**config.mk**
```make
export PLATFORM = sky130hd
export DESIGN_NAME = mem_port_arbiter
export DESIGN_NICKNAME = d
export VERILOG_FILES = /design/src/rtl/mem_port_arbiter.sv
export SDC_FILE = /design/constraint.sdc
export NUM_CORES = 1
export LEC_CHECK = 0
export ABC_AREA = 1
export ABC_CLOCK_PERIOD_IN_PS = 2800
export CAP_MARGIN = 20
export CORE_AREA = 5 5 109 111
export CTS_CLUSTER_DIAMETER = 50
export DETAILED_ROUTE_END_ITERATION = 7
export DIE_AREA = 0 0 114 116
export DONT_BUFFER_PORTS = 1
export PLACE_DENSITY = 0.35
export SYNTH_ARGS = -nofsm -noshare
export SYNTH_HDL_FRONTEND = slang
export SYNTH_SLANG_ARGS = --single-unit
```
**constraint.sdc**
```tcl
create_clock -name clk24 -period 2.8 [get_ports clk24]
set_input_delay 0.56 -clock clk24 [delete_from_list [all_inputs] [get_ports clk24]]
set_output_delay 0.56 -clock clk24 [all_outputs]
set_load 0.05 [all_outputs]
```
**src/rtl/mem_port_arbiter.sv**
```systemverilog
// rtl/mem_port_arbiter.sv - two-port round-robin arbiter onto the block RAM data port
//
// Shares the RAM data port between the core load/store path (port A) and the
// loader/debug master (port B). Each access is byte, half or word sized. The
// block maps it onto a word-indexed RAM access with per-byte lane enables and
// realigns the load data that comes back.
//
// Ports (x in {a, b}):
//   clk24, reset_n            clock, synchronous active-low reset
//   x_req/x_we/x_size         request, store flag, size (00 byte, 01 half, 10 word)
//   x_addr/x_wdata            byte address, right-justified store data
//   x_gnt                     access accepted this cycle (combinational)
//   x_rvalid/x_rdata          load result, one cycle after the grant
//   x_err                     one-cycle pulse after a rejected grant
//   mem_en/mem_waddr/mem_be   RAM strobe, word index, byte write lanes
//   mem_wdata/mem_rdata       RAM write data in lanes, RAM read data

module mem_port_arbiter #(
    parameter int MEMORY_SIZE = 4096,
    parameter int WORD_AW     = 12
) (
    input  logic               clk24,
    input  logic               reset_n,

    input  logic               a_req,
    input  logic               a_we,
    input  logic [1:0]         a_size,
    input  logic [31:0]        a_addr,
    input  logic [31:0]        a_wdata,
    output logic               a_gnt,
    output logic               a_rvalid,
    output logic [31:0]        a_rdata,
    output logic               a_err,

    input  logic               b_req,
    input  logic               b_we,
    input  logic [1:0]         b_size,
    input  logic [31:0]        b_addr,
    input  logic [31:0]        b_wdata,
    output logic               b_gnt,
    output logic               b_rvalid,
    output logic [31:0]        b_rdata,
    output logic               b_err,

    output logic               mem_en,
    output logic [WORD_AW-1:0] mem_waddr,
    output logic [3:0]         mem_be,
    output logic [31:0]        mem_wdata,
    input  logic [31:0]        mem_rdata
);

    localparam logic       PORT_A    = 1'b0;
    localparam logic       PORT_B    = 1'b1;
    localparam logic [1:0] SIZE_BYTE = 2'b00;
    localparam logic [1:0] SIZE_HALF = 2'b01;
    localparam logic [1:0] SIZE_WORD = 2'b10;
    localparam logic [1:0] SIZE_BAD  = 2'b11;

    // Most recently granted port; the other port wins a conflict.
    logic        last;

    // Pending load / error tracking for the cycle after a grant.
    logic        rv_a_q;
    logic        rv_b_q;
    logic        err_a_q;
    logic        err_b_q;
    logic [1:0]  rd_off_q;
    logic [1:0]  rd_size_q;

    // Fields of whichever port holds the grant this cycle.
    logic        gnt_a;
    logic        gnt_b;
    logic        any_gnt;
    logic        g_we;
    logic [1:0]  g_size;
    logic [31:0] g_addr;
    logic [31:0] g_wdata;
    logic [1:0]  off;
    logic [31:0] word_idx;
    logic        size_bad;
    logic        misaligned;
    logic        out_of_range;
    logic        reject;
    logic        accept;
    logic [31:0] shifted;
    logic [31:0] aligned;

    // Arbitration and access checking.
    always_comb begin
        gnt_a   = reset_n && a_req && (!b_req || (last == PORT_B));
        gnt_b   = reset_n && b_req && !gnt_a;
        any_gnt = gnt_a || gnt_b;

        g_we    = gnt_b ? b_we    : a_we;
        g_size  = gnt_b ? b_size  : a_size;
        g_addr  = gnt_b ? b_addr  : a_addr;
        g_wdata = gnt_b ? b_wdata : a_wdata;
        off     = g_addr[1:0];

        size_bad   = (g_size == SIZE_BAD);
        misaligned = ((g_size == SIZE_HALF) && off[0]) ||
                     ((g_size == SIZE_WORD) && (off != 2'b00));
        // A word index at or beyond the RAM depth means high address bits are set.
        word_idx     = {2'b00, g_addr[31:2]};
        out_of_range = (word_idx >= 32'(MEMORY_SIZE));

        // Every rejection reason produces the same response, so the
        // checks need no ordering here.
        reject = size_bad || misaligned || out_of_range;
        accept = any_gnt && !reject;
    end

    assign a_gnt = gnt_a;
    assign b_gnt = gnt_b;

    // RAM command.
    always_comb begin
        mem_en    = accept;
        mem_waddr = g_addr[WORD_AW+1:2];
        mem_wdata = g_wdata << {off, 3'b000};
        mem_be    = 4'b0000;
        if (accept && g_we) begin
            case (g_size)
                SIZE_BYTE: mem_be = 4'b0001 << off;
                SIZE_HALF: mem_be = 4'b0011 << off;
                default:   mem_be = 4'b1111;
            endcase
        end
    end

    // Round-robin pointer and next-cycle response bookkeeping.
    always_ff @(posedge clk24) begin
        if (!reset_n) begin
            last      <= PORT_B;
            rv_a_q    <= 1'b0;
            rv_b_q    <= 1'b0;
            err_a_q   <= 1'b0;
            err_b_q   <= 1'b0;
            rd_off_q  <= 2'b00;
            rd_size_q <= SIZE_BYTE;
        end else begin
            if (any_gnt) begin
                last <= gnt_b ? PORT_B : PORT_A;
            end
            rv_a_q  <= gnt_a && accept && !g_we;
            rv_b_q  <= gnt_b && accept && !g_we;
            err_a_q <= gnt_a && reject;
            err_b_q <= gnt_b && reject;
            if (accept && !g_we) begin
                rd_off_q  <= off;
                rd_size_q <= g_size;
            end
        end
    end

    // Load data realignment. Responses are gated by reset_n so a reset
    // in the cycle after a grant drops the pending rvalid/err immediately.
    always_comb begin
        shifted = mem_rdata >> {rd_off_q, 3'b000};
        case (rd_size_q)
            SIZE_BYTE: aligned = {24'h000000, shifted[7:0]};
            SIZE_HALF: aligned = {16'h0000, shifted[15:0]};
            default:   aligned = shifted;
        endcase

        a_rvalid = reset_n && rv_a_q;
        b_rvalid = reset_n && rv_b_q;
        a_err    = reset_n && err_a_q;
        b_err    = reset_n && err_b_q;
        a_rdata  = a_rvalid ? aligned : 32'h0000_0000;
        b_rdata  = b_rvalid ? aligned : 32'h0000_0000;
    end

endmodule

```
==> flow_metrics.py <==
metrics = {
    "sta": {
        "rsz0062_at_grt": "no",
        "finalCritPeriodShare_pct": 95.2,
        "tightest_slew_ns": 0.623,
        "drv_slew": 0,
        "fin_ws_ns": 0.136,
        "finalSetupTns_ns": 0,
        "period_needed_ns": 2.66,
        "hold_viol": 0,
        "fmax_mhz": 375,
        "fin_worst_skew_ns": 0.00285,
        "setup_violations": 0,
        "relSlewSlack_pct": 58.4,
    },
    "detailed_routing": {
        "via_count": 3799,
        "drt_iter0_drc": 202,
        "firstDrtPassIters": 5,
        "vias_per_cell": 4.84,
        "wl_um": 12900,
        "drc": 0,
        "ant_nets": 0,
        "routedWlPerCell_um": 16.4,
    },
    "synthesis": {
        "synth_commonest_cells": "164 x nand2_1, 129 x nor2_1, 52 x nand3_1, 38 x o21ai_0, 37 x inv_1",
        "ys_seq_area_share_pct": 6.59,
        "ys_warn_count": 0,
        "synthTopCellsByArea": "nand2_1 23%, nor2_1 18%, nand3_1 9.5%, o21ai_0 7.0%, dfxtp_1 6.6%",
        "postSynthCellCount": 552,
        "netlist_area_mm2": 0.00273,
        "synth_seq_cells": 9,
        "synth_top_area_share_pct": 22.5,
        "synth_nets": 722,
        "yosysMostFrequentCell": "nand2_1",
        "synth_edf_count": 0,
        "async_reset_ff_share_pct": 0,
        "synth_cell_types": 35,
        "yosys_most_used_dff": "dfxtp_1",
        "synth_largest_area_cell": "nand2_1",
        "synth_area_per_cell_um2": 4.95,
    },
    "final_layout": {
        "layout-drive-gt1-share_pct": 29.8,
        "fin_nets": 816,
        "antennaDiodeCount": 0,
        "nFillCells": 1192,
        "synthToLayoutAreaGrowth_pct": 52.4,
    },
    "clock_network": {
        "clk_latency_ns": 0.23,
        "cts_tree": "built",
        "numCtsBuffers": 3,
        "clkTransAtPathRegs_ns": 0.05,
        "hold_buffers": 0,
        "clock_sinks": 9,
        "cts_root_buf": "clkbuf_8",
        "cts.path.max_buffers": 2,
        "htree_num_levels": 1,
    },
    "die": {
        "pin_count": 289,
        "die_h_um": 116,
        "die_area_mm2": 0.0132,
        "initial_core_util_pct": 25.5,
        "num_rows": 38,
        "fp.coreArea_mm2": 0.0107,
        "dieWidth_um": 114,
    },
    "worst_hold_path": {
        "min-delay-start": "reset_n",
        "hold_class": "in -> reg",
        "hold_depth": 1,
        "min_to": "last",
    },
    "critical_path": {
        "cp-start-kind": "register",
        "crit_fanout": 21,
        "crit_arrival_ns": 2.10,
        "r2r_cells": 14,
        "end_kind": "output port",
        "r2r_slack_ns": 1.01,
        "reg2reg_to": "rd_off_q[1]",
        "r2r_start": "last",
        "crit_type": "reg -> out",
        "critPathRequiredTime_ns": 2.24,
    },
    "power": {
        "fin_total_pwr_mw": 1.13,
        "internal-power_uw": 544,
        "worst_ir_drop_vdd_mv": 0.169,
        "p_per_area_mw_per_mm2": 271,
        "swShare_pct": 51.8,
        "power_switching_uw": 584,
        "power.share.sequential_pct": 11.7,
        "combPwrFrac_pct": 74.8,
        "p_leak_nw": 2.12,
        "clkPwrFrac_pct": 13.5,
    },
    "place": {
        "place_ws_ns": 0.0513,
        "dp_hpwl_um": 11000,
        "io_buffers": 0,
        "gp_congestion": 0.975,
    },
    "global_route": {
        "grt.overflow.total": 0,
        "grt_usage_pct": 17.4,
        "grt_pass1_wl_um": 18900,
        "antenna_found_initial": 1,
        "grt_max_degree": 34,
        "grt_pass1_vias": 3805,
    },
    "outcome": {
        "status": "finished, final reports clean",
    },
    "run": {
        "maxCapViolCount": 0,
    },
}
==> what timing repair did <==
action,in CTS,in global routing
resized for setup,1,14
gates cloned,0,0
setup buffers,0,0
endpoints found under the setup margin,2,27
==> worst max-delay path by stage <==
stage | from | to | slack [ns] | cells past startpoint
5_1_grt | last | mem_be[3] | 0.01 | 14
6_report | last | mem_wdata[9] | 0.14 | 11
2_1_floorplan | reset_n | mem_be[1] | -0.15 | 12
3_3_place_gp | b_req | mem_wdata[15] | 0.11 | 10
3_5_place_dp | b_req | mem_wdata[30] | 0.05 | 10
4_1_cts | last | mem_wdata[30] | 0.009 | 11
==> kinds of logic after synthesis <==
family | after synthesis | share of synthesized area [%]
flip-flops | 9 | 6.59
AO/OA/AOI/OAI | 68 | 14.8
multiplexers | 16 | 5.86
AND/OR/NAND/NOR | 371 | 57.3
buffers and inverters | 88 | 15.4
==> layout by cell type, fill, tap and decap left out <==
cell / n
or2_4: 1
clkbuf_8: 3
nand3b_1: 2
dfxtp_1: 9
nand4_4: 1
nand2_4: 2
o21ai_1: 5
o31ai_1: 7
or2_2: 9
or2_1: 1
nor2_1: 122
buf_6: 3
and2_1: 1
nand3_1: 52
nand2_8: 1
clkbuf_1: 1
inv_4: 1
nor3_1: 2
nand3_2: 2
o21bai_1: 2
mux2i_1: 15
buf_12: 27
nand2_1: 163
o211ai_1: 1
buf_4: 106
a21oi_1: 4
inv_1: 37
o221ai_1: 1
clkinv_2: 2
a21oi_4: 1
nand2_2: 5
inv_2: 1
nor2_2: 7
mux2i_4: 1
o21ai_2: 19
o21a_1: 8
o21ai_0: 20
==> through the flow <==
stage          util, %  hold slack [ns]  instances  cell area (um2)
6_report          38.9            0.430        785             4170
5_1_grt           38.9            0.446        785             4170
4_1_cts           38.5            0.427        785             4120
3_5_place_dp      38.1            0.484        781             4070
3_3_place_gp      38.1            0.470        781             4070
2_1_floorplan        -            0.456        552             2800
==> power by group through the flow <==
stage	sequential (mW)	combinational [mW]	clock, mW
6_report	0.132	0.844	0.152
5_1_grt	0.132	0.897	0.167
4_1_cts	0.132	0.845	0.156
3_5_place_dp	0.134	0.843	0
3_3_place_gp	0.134	0.841	0
2_1_floorplan	0.134	0.559	0
==> cell type report <==
cell class / instances / area (um2) / share of cell area [%]
clock buffers: 4 / 45.0 / 1.08
inverters: 41 / 159 / 3.81
multi-input cells: 455 / 2240 / 53.7
flip-flops and latches: 9 / 180 / 4.33
well taps: 140 / 175 / 4.21
repair buffers: 136 / 1370 / 32.9
==> layer usage <==
| metal | share of wire (%) | global-route usage (%) |
|---|---|---|
| met1 | 35 | 18.7 |
| met2 | 52 | 33.3 |
| met3 | 12 | 6.16 |
| met4 | 0.92 | 2.77 |
| met5 | 0.10 | 0 |
==> sequential cells by signal, indices dropped and copies added, names as in the netlist <==
signal / flops
err_b_q: 1
last: 1
rv_b_q: 1
rv_a_q: 1
err_a_q: 1
rd_off_q: 2
rd_size_q: 2
==> critical path, cell delays in order, from the launching register on <==
cell,delay (ns)
dfxtp_1,0.31
inv_1,0.06
nand2_2,0.11
nand2_8,0.09
nand2_4,0.10
inv_1,0.10
buf_12,0.17
or2_2,0.27
o21a_1,0.12
o21ai_0,0.27
nor2_1,0.08
buf_4,0.20
Note: power is estimated with default switching activity, not from simulation.
